`config.mk`:
```
export PLATFORM = sky130hd
export DESIGN_NAME = i2s_transceiver
export DESIGN_NICKNAME = d
export VERILOG_FILES = /design/src/rtl/i2s_transceiver.sv
export SDC_FILE = /design/constraint.sdc
export NUM_CORES = 1
export LEC_CHECK = 0
export ABC_AREA = 1
export CORE_AREA = 4 4 97 117
export DETAILED_ROUTE_END_ITERATION = 10
export DIE_AREA = 0 0 101 121
export GPL_TIMING_DRIVEN = 0
export MAX_ROUTING_LAYER = met4
export PLACE_DENSITY = 0.68
export SYNTH_ARGS = -nofsm -noshare
export SYNTH_HDL_FRONTEND = slang
export SYNTH_SLANG_ARGS = --single-unit
```
`constraint.sdc`:
```
create_clock -name clk -period 2.52 [get_ports clk]
set_input_delay 0.63 -clock clk [delete_from_list [all_inputs] [get_ports clk]]
set_output_delay 0.63 -clock clk [all_outputs]
set_load 0.05 [all_outputs]
```
`src/rtl/i2s_transceiver.sv`:
```
// I2S master transceiver: generates bclk/lrclk from clk, deserializes ADC
// data into left/right sample pairs and serializes DAC sample pairs (Philips format).
module i2s_transceiver #(
    parameter int unsigned DATA_WIDTH = 16,
    parameter int unsigned SLOT_WIDTH = 32,
    parameter int unsigned BCLK_RATIO = 4
) (
    input  logic                  clk,
    input  logic                  rst_n,
    output logic                  bclk,
    output logic                  lrclk,
    input  logic                  adc_data,
    output logic                  dac_data,
    output logic [DATA_WIDTH-1:0] rx_left,
    output logic [DATA_WIDTH-1:0] rx_right,
    output logic                  rx_valid,
    input  logic [DATA_WIDTH-1:0] tx_left,
    input  logic [DATA_WIDTH-1:0] tx_right,
    output logic                  tx_ready
);

    localparam int unsigned W     = DATA_WIDTH;
    localparam int unsigned S     = SLOT_WIDTH;
    localparam int unsigned R     = BCLK_RATIO;
    localparam int unsigned DIV_W = (R > 2) ? $clog2(R) : 1;
    localparam int unsigned BIT_W = $clog2(2 * S);

    localparam logic [DIV_W-1:0] DIV_LAST   = DIV_W'(R - 1);
    localparam logic [DIV_W-1:0] DIV_HALF   = DIV_W'(R / 2);
    localparam logic [DIV_W-1:0] DIV_PRE    = DIV_W'(R / 2 - 1);
    localparam logic [BIT_W-1:0] BIT_LAST   = BIT_W'(2 * S - 1);
    localparam logic [BIT_W-1:0] BIT_SLOT   = BIT_W'(S);
    localparam logic [BIT_W-1:0] BIT_DATA   = BIT_W'(W);
    localparam logic [BIT_W-1:0] LR_RISE    = BIT_W'(S - 1);
    localparam logic [BIT_W-1:0] LR_FALL    = BIT_W'(2 * S - 2);
    localparam logic [BIT_W-1:0] LEFT_LAST  = BIT_W'(W - 1);
    localparam logic [BIT_W-1:0] RIGHT_LAST = BIT_W'(S + W - 1);

    logic [DIV_W-1:0] div_cnt;
    logic [DIV_W-1:0] div_nxt;
    logic [BIT_W-1:0] bit_cnt;
    logic [BIT_W-1:0] bit_nxt;
    logic             div_wrap;

    logic [W-1:0]     tx_hold_l;
    logic [W-1:0]     tx_hold_r;
    logic [W-1:0]     hold_l_nxt;
    logic [W-1:0]     hold_r_nxt;
    logic             tx_ch;
    logic [BIT_W-1:0] tx_pos;
    logic [W-1:0]     tx_word;
    logic [W-1:0]     tx_shifted;
    logic             dac_nxt;

    logic [W-1:0]     rx_shift;
    logic [W-1:0]     left_hold;
    logic [W-1:0]     shift_nxt;
    logic             rx_sample;
    logic [BIT_W-1:0] rx_pos;

    // Clock-divider and bit-position counters
    always_comb begin
        div_wrap = (div_cnt == DIV_LAST);
        div_nxt  = div_wrap ? '0 : div_cnt + DIV_W'(1);
        bit_nxt  = bit_cnt;
        if (div_wrap) begin
            bit_nxt = (bit_cnt == BIT_LAST) ? '0 : bit_cnt + BIT_W'(1);
        end
    end

    // Transmit bit for the upcoming counter state; a fresh pair is used in the load cycle
    always_comb begin
        hold_l_nxt = tx_ready ? tx_left  : tx_hold_l;
        hold_r_nxt = tx_ready ? tx_right : tx_hold_r;
        tx_ch      = (bit_nxt >= BIT_SLOT);
        tx_pos     = tx_ch ? bit_nxt - BIT_SLOT : bit_nxt;
        tx_word    = tx_ch ? hold_r_nxt : hold_l_nxt;
        tx_shifted = tx_word << tx_pos;
        dac_nxt    = (tx_pos < BIT_DATA) && tx_shifted[W-1];
    end

    // Receive sampling on the bclk rising edge
    always_comb begin
        rx_sample = (div_cnt == DIV_PRE);
        rx_pos    = (bit_cnt >= BIT_SLOT) ? bit_cnt - BIT_SLOT : bit_cnt;
        shift_nxt = W'({rx_shift, adc_data});
    end

    always_ff @(posedge clk or negedge rst_n) begin
        if (!rst_n) begin
            div_cnt   <= '0;
            bit_cnt   <= '0;
            bclk      <= 1'b0;
            lrclk     <= 1'b0;
            dac_data  <= 1'b0;
            tx_ready  <= 1'b0;
            tx_hold_l <= '0;
            tx_hold_r <= '0;
            rx_shift  <= '0;
            left_hold <= '0;
            rx_left   <= '0;
            rx_right  <= '0;
            rx_valid  <= 1'b0;
        end else begin
            div_cnt   <= div_nxt;
            bit_cnt   <= bit_nxt;
            bclk      <= (div_nxt >= DIV_HALF);
            lrclk     <= (bit_nxt >= LR_RISE) && (bit_nxt <= LR_FALL);
            tx_ready  <= (div_nxt == DIV_LAST) && (bit_nxt == BIT_LAST);
            dac_data  <= dac_nxt;
            tx_hold_l <= hold_l_nxt;
            tx_hold_r <= hold_r_nxt;
            rx_valid  <= 1'b0;
            if (rx_sample && (rx_pos < BIT_DATA)) begin
                rx_shift <= shift_nxt;
                if (bit_cnt == LEFT_LAST) begin
                    left_hold <= shift_nxt;
                end
                if (bit_cnt == RIGHT_LAST) begin
                    rx_left  <= left_hold;
                    rx_right <= shift_nxt;
                    rx_valid <= 1'b1;
                end
            end
        end
    end

endmodule

```
==> flow_summary.json <==
{
  "post_drt_wl_per_cell_um": 14.87,
  "drc": 0,
  "powerDensity_mw_per_mm2": 575.4,
  "grt_max_degree": 69,
  "clock-root-buffer": "clkbuf_16",
  "cts_max_level": 3,
  "numPortBuffers": 71,
  "fin_skew_ns": 0.005759,
  "holdBufCountCts": 0,
  "grt.overflow.total": 0,
  "setup_viol": 0,
  "vias": 3269,
  "dieWidth_um": 101,
  "ant_nets": 0,
  "r2r-start": "bclk",
  "synth_top_area_share_pct": 59.51,
  "ir_worst_vdd_v": 0.0003665,
  "post-route-period-util_pct": 87.18,
  "slowest_stage": "dfrtp_1",
  "cts_made_buffers": 9,
  "synth_edf_count": 0,
  "crit_start": "bclk",
  "cts_resized": 0,
  "worstReg2RegEnd": "dac_data",
  "synth_nets": 490,
  "r2r_setup_slack_ns": 0.32,
  "rows": 41,
  "hold_path.class": "input port to async pin",
  "gp_congestion": 0.8473,
  "avgSynthCellArea_um2": 9.998,
  "yosysTopAreaCell": "dfrtp_1",
  "pwr-share-comb_pct": 3.2,
  "p_sw_mw": 0.6949,
  "die_y_um": 121,
  "viasPerCell": 4.901,
  "clock-sinks": 107,
  "dp_hpwl_um": 7317,
  "synthesis.instances": 450,
  "die-area_mm2": 0.01222,
  "dp.cells": 651,
  "drive_gt1_share_pct": 13.75,
  "instances_no_fill": 667,
  "reg2reg_depth": 13,
  "grt_antenna_before_repair": 0,
  "cts_setup_buffers": 0,
  "rsz0062_at_grt": "no",
  "ios": 72,
  "coreArea_mm2": 0.01031,
  "synthToLayoutAreaGrowth_pct": 26.78,
  "ys_seq_area_share_pct": 59.51,
  "synth_seq_cells": 107,
  "finalMaxSlewViolations": 0,
  "critPathKind": "flop to flop",
  "max_slew_margin_pct": 65.11,
  "diodes": 0,
  "synthTopCellsByCount": "dfrtp_1 (107), nand2_1 (89), inv_1 (50)",
  "maxCapViolCount": 0,
  "critical_path_arrival_ns": 2.43,
  "grt.total_usage_pct": 17.52,
  "crit_path_start_kind": "flop",
  "hold_violations": 0,
  "cp_num_cells": 13,
  "ys.flop_type": "dfrtp_1",
  "nets": 573,
  "end_kind": "flop",
  "power_mw": 3.282,
  "final.setup.tns_ns": 0,
  "ys_async_sr_fraction_pct": 100.0,
  "grt_pass1_wl_um": 16440,
  "critical-path-top-delay-family": "simple AND/OR/NAND/NOR gates",
  "start_util_pct": 43.64,
  "yosysWarnings": 0,
  "synth.most_common_cell": "dfrtp_1",
  "drtIter0Drc": 90,
  "crit_top_cell": "nand2_1",
  "fmax_mhz": 455.2,
  "clock_path_buffers": 2,
  "layout_min_cycle_time_ns": 2.197,
  "p_seq_share_pct": 52.7,
  "drt-total-wl_um": 9916,
  "yosys-top-cells-area": "dfrtp_1 (60%), mux2_2 (8.8%), nand2_1 (7.4%)",
  "p_int_mw": 2.587,
  "crit_end": "dac_data",
  "clkSlewWorstSetupHoldPaths_ns": 0.07,
  "p_sw_share_pct": 21.17,
  "cts_tree": "yes",
  "required_ns": 2.75,
  "status": "completed",
  "pwr-share-clk_pct": 44.0,
  "netlist_area_mm2": 0.004499,
  "path_max_fanout": 6,
  "crit_path_max_incr_delay_ns": 0.41,
  "worst_slew_pin_slew_ns": 0.5234,
  "grt_pass1_vias": 3506,
  "leakage_nw": 2.768,
  "crit_buf_inv": 0,
  "firstDrtPassIters": 4,
  "crit_chain": "ha_1, nand2_1, nor2_4, nand2_1, nand2_1, nor2_1, nand2_1, nor2_1, nor2_1, nand2_1, nand2_1, nor2_1, nor2_1",
  "synth.distinct_cells": 26,
  "clock_latency_ns": 0.34
}
-- layer usage --
layer	track usage, %	vias to the layer above	part of all wire (%)
li1	-	1593	-
met1	21.86	1585	44
met2	28.62	74	50
met3	3.393	17	3.7
met4	6.068	0	2.0
met5	-	-	0
-- state kept, by name, indices dropped and copies added, names as in the netlist --
name	count
tx_ready	1
bclk	1
tx_hold_l	16
rx_valid	1
lrclk	1
bit_cnt	6
div_cnt	1
tx_hold_r	16
left_hold	16
rx_shift	15
rx_left	16
dac_data	1
rx_right	16
-- how the worst min path moves through the flow --
stage	startpoint	endpoint	slack [ns]	cells past startpoint
3_3_place_gp	left_hold[8]	left_hold[8]	0.46	2
5_1_grt	rst_n	tx_hold_r[4]	0.30	1
6_report	rst_n	tx_hold_r[4]	0.26	1
4_1_cts	rst_n	tx_hold_r[4]	0.28	1
3_5_place_dp	left_hold[15]	left_hold[15]	0.47	2
2_1_floorplan	rst_n	bclk	0.33	0
-- placed cells by master, fill, tap and decap left out, drive strengths merged --
cell type	instances
or2	1
or3	1
nand3b	1
mux2	35
a21oi	16
nand4	1
nor2	36
o21ai	47
clkdlybuf4s50	70
clkinvlp	1
ha	5
clkinv	1
nand3	33
nor3	1
dfrtp	107
bufinv	1
buf	13
clkbuf	19
nand2	92
inv	55
xor2	2
-- power by group through the flow --
stage	registers, mW	clock network, mW	logic [mW]
floorplan	1.76	0	0.0122
global placement	1.76	0	0.102
detailed placement	1.76	0	0.108
CTS	1.73	1.47	0.109
global route	1.73	1.54	0.118
finish	1.73	1.45	0.105
-- logic make-up after synthesis --
family,after synthesis,share of synthesized area [%]
flops,107,59.51
mux,35,8.760
compound gates,63,7.342
simple gates,166,16.05
buf+inv,72,6.563
fa+ha+maj,5,1.390
xor+xnor,2,0.3894
-- stage by stage --
step | hold WS, ns | instance area [µm²] | setup WS, ns | util (%)
global route | 0.2965 | 5704 | 0.06545 | 55.32
finish | 0.2650 | 5704 | 0.3230 | 55.32
floorplan | 0.3344 | 4499 | 0.3167 | -
CTS | 0.2766 | 5704 | 0.2902 | 55.32
detailed placement | 0.4702 | 5396 | 0.3099 | 52.34
global placement | 0.4608 | 5371 | -3.034 | 52.09
-- final cells by class --
cell class | instances | area, µm²
inverters | 52 | 195.2
multi-input cells | 271 | 1526
clock buffers | 10 | 239.0
clock inverters | 6 | 68.82
plain buffers | 20 | 100.1
fillers | 912 | 4607
repair buffers | 72 | 735.7
well taps | 129 | 161.4
flip-flops and latches | 107 | 2678
(Power assumes the default switching activity.)
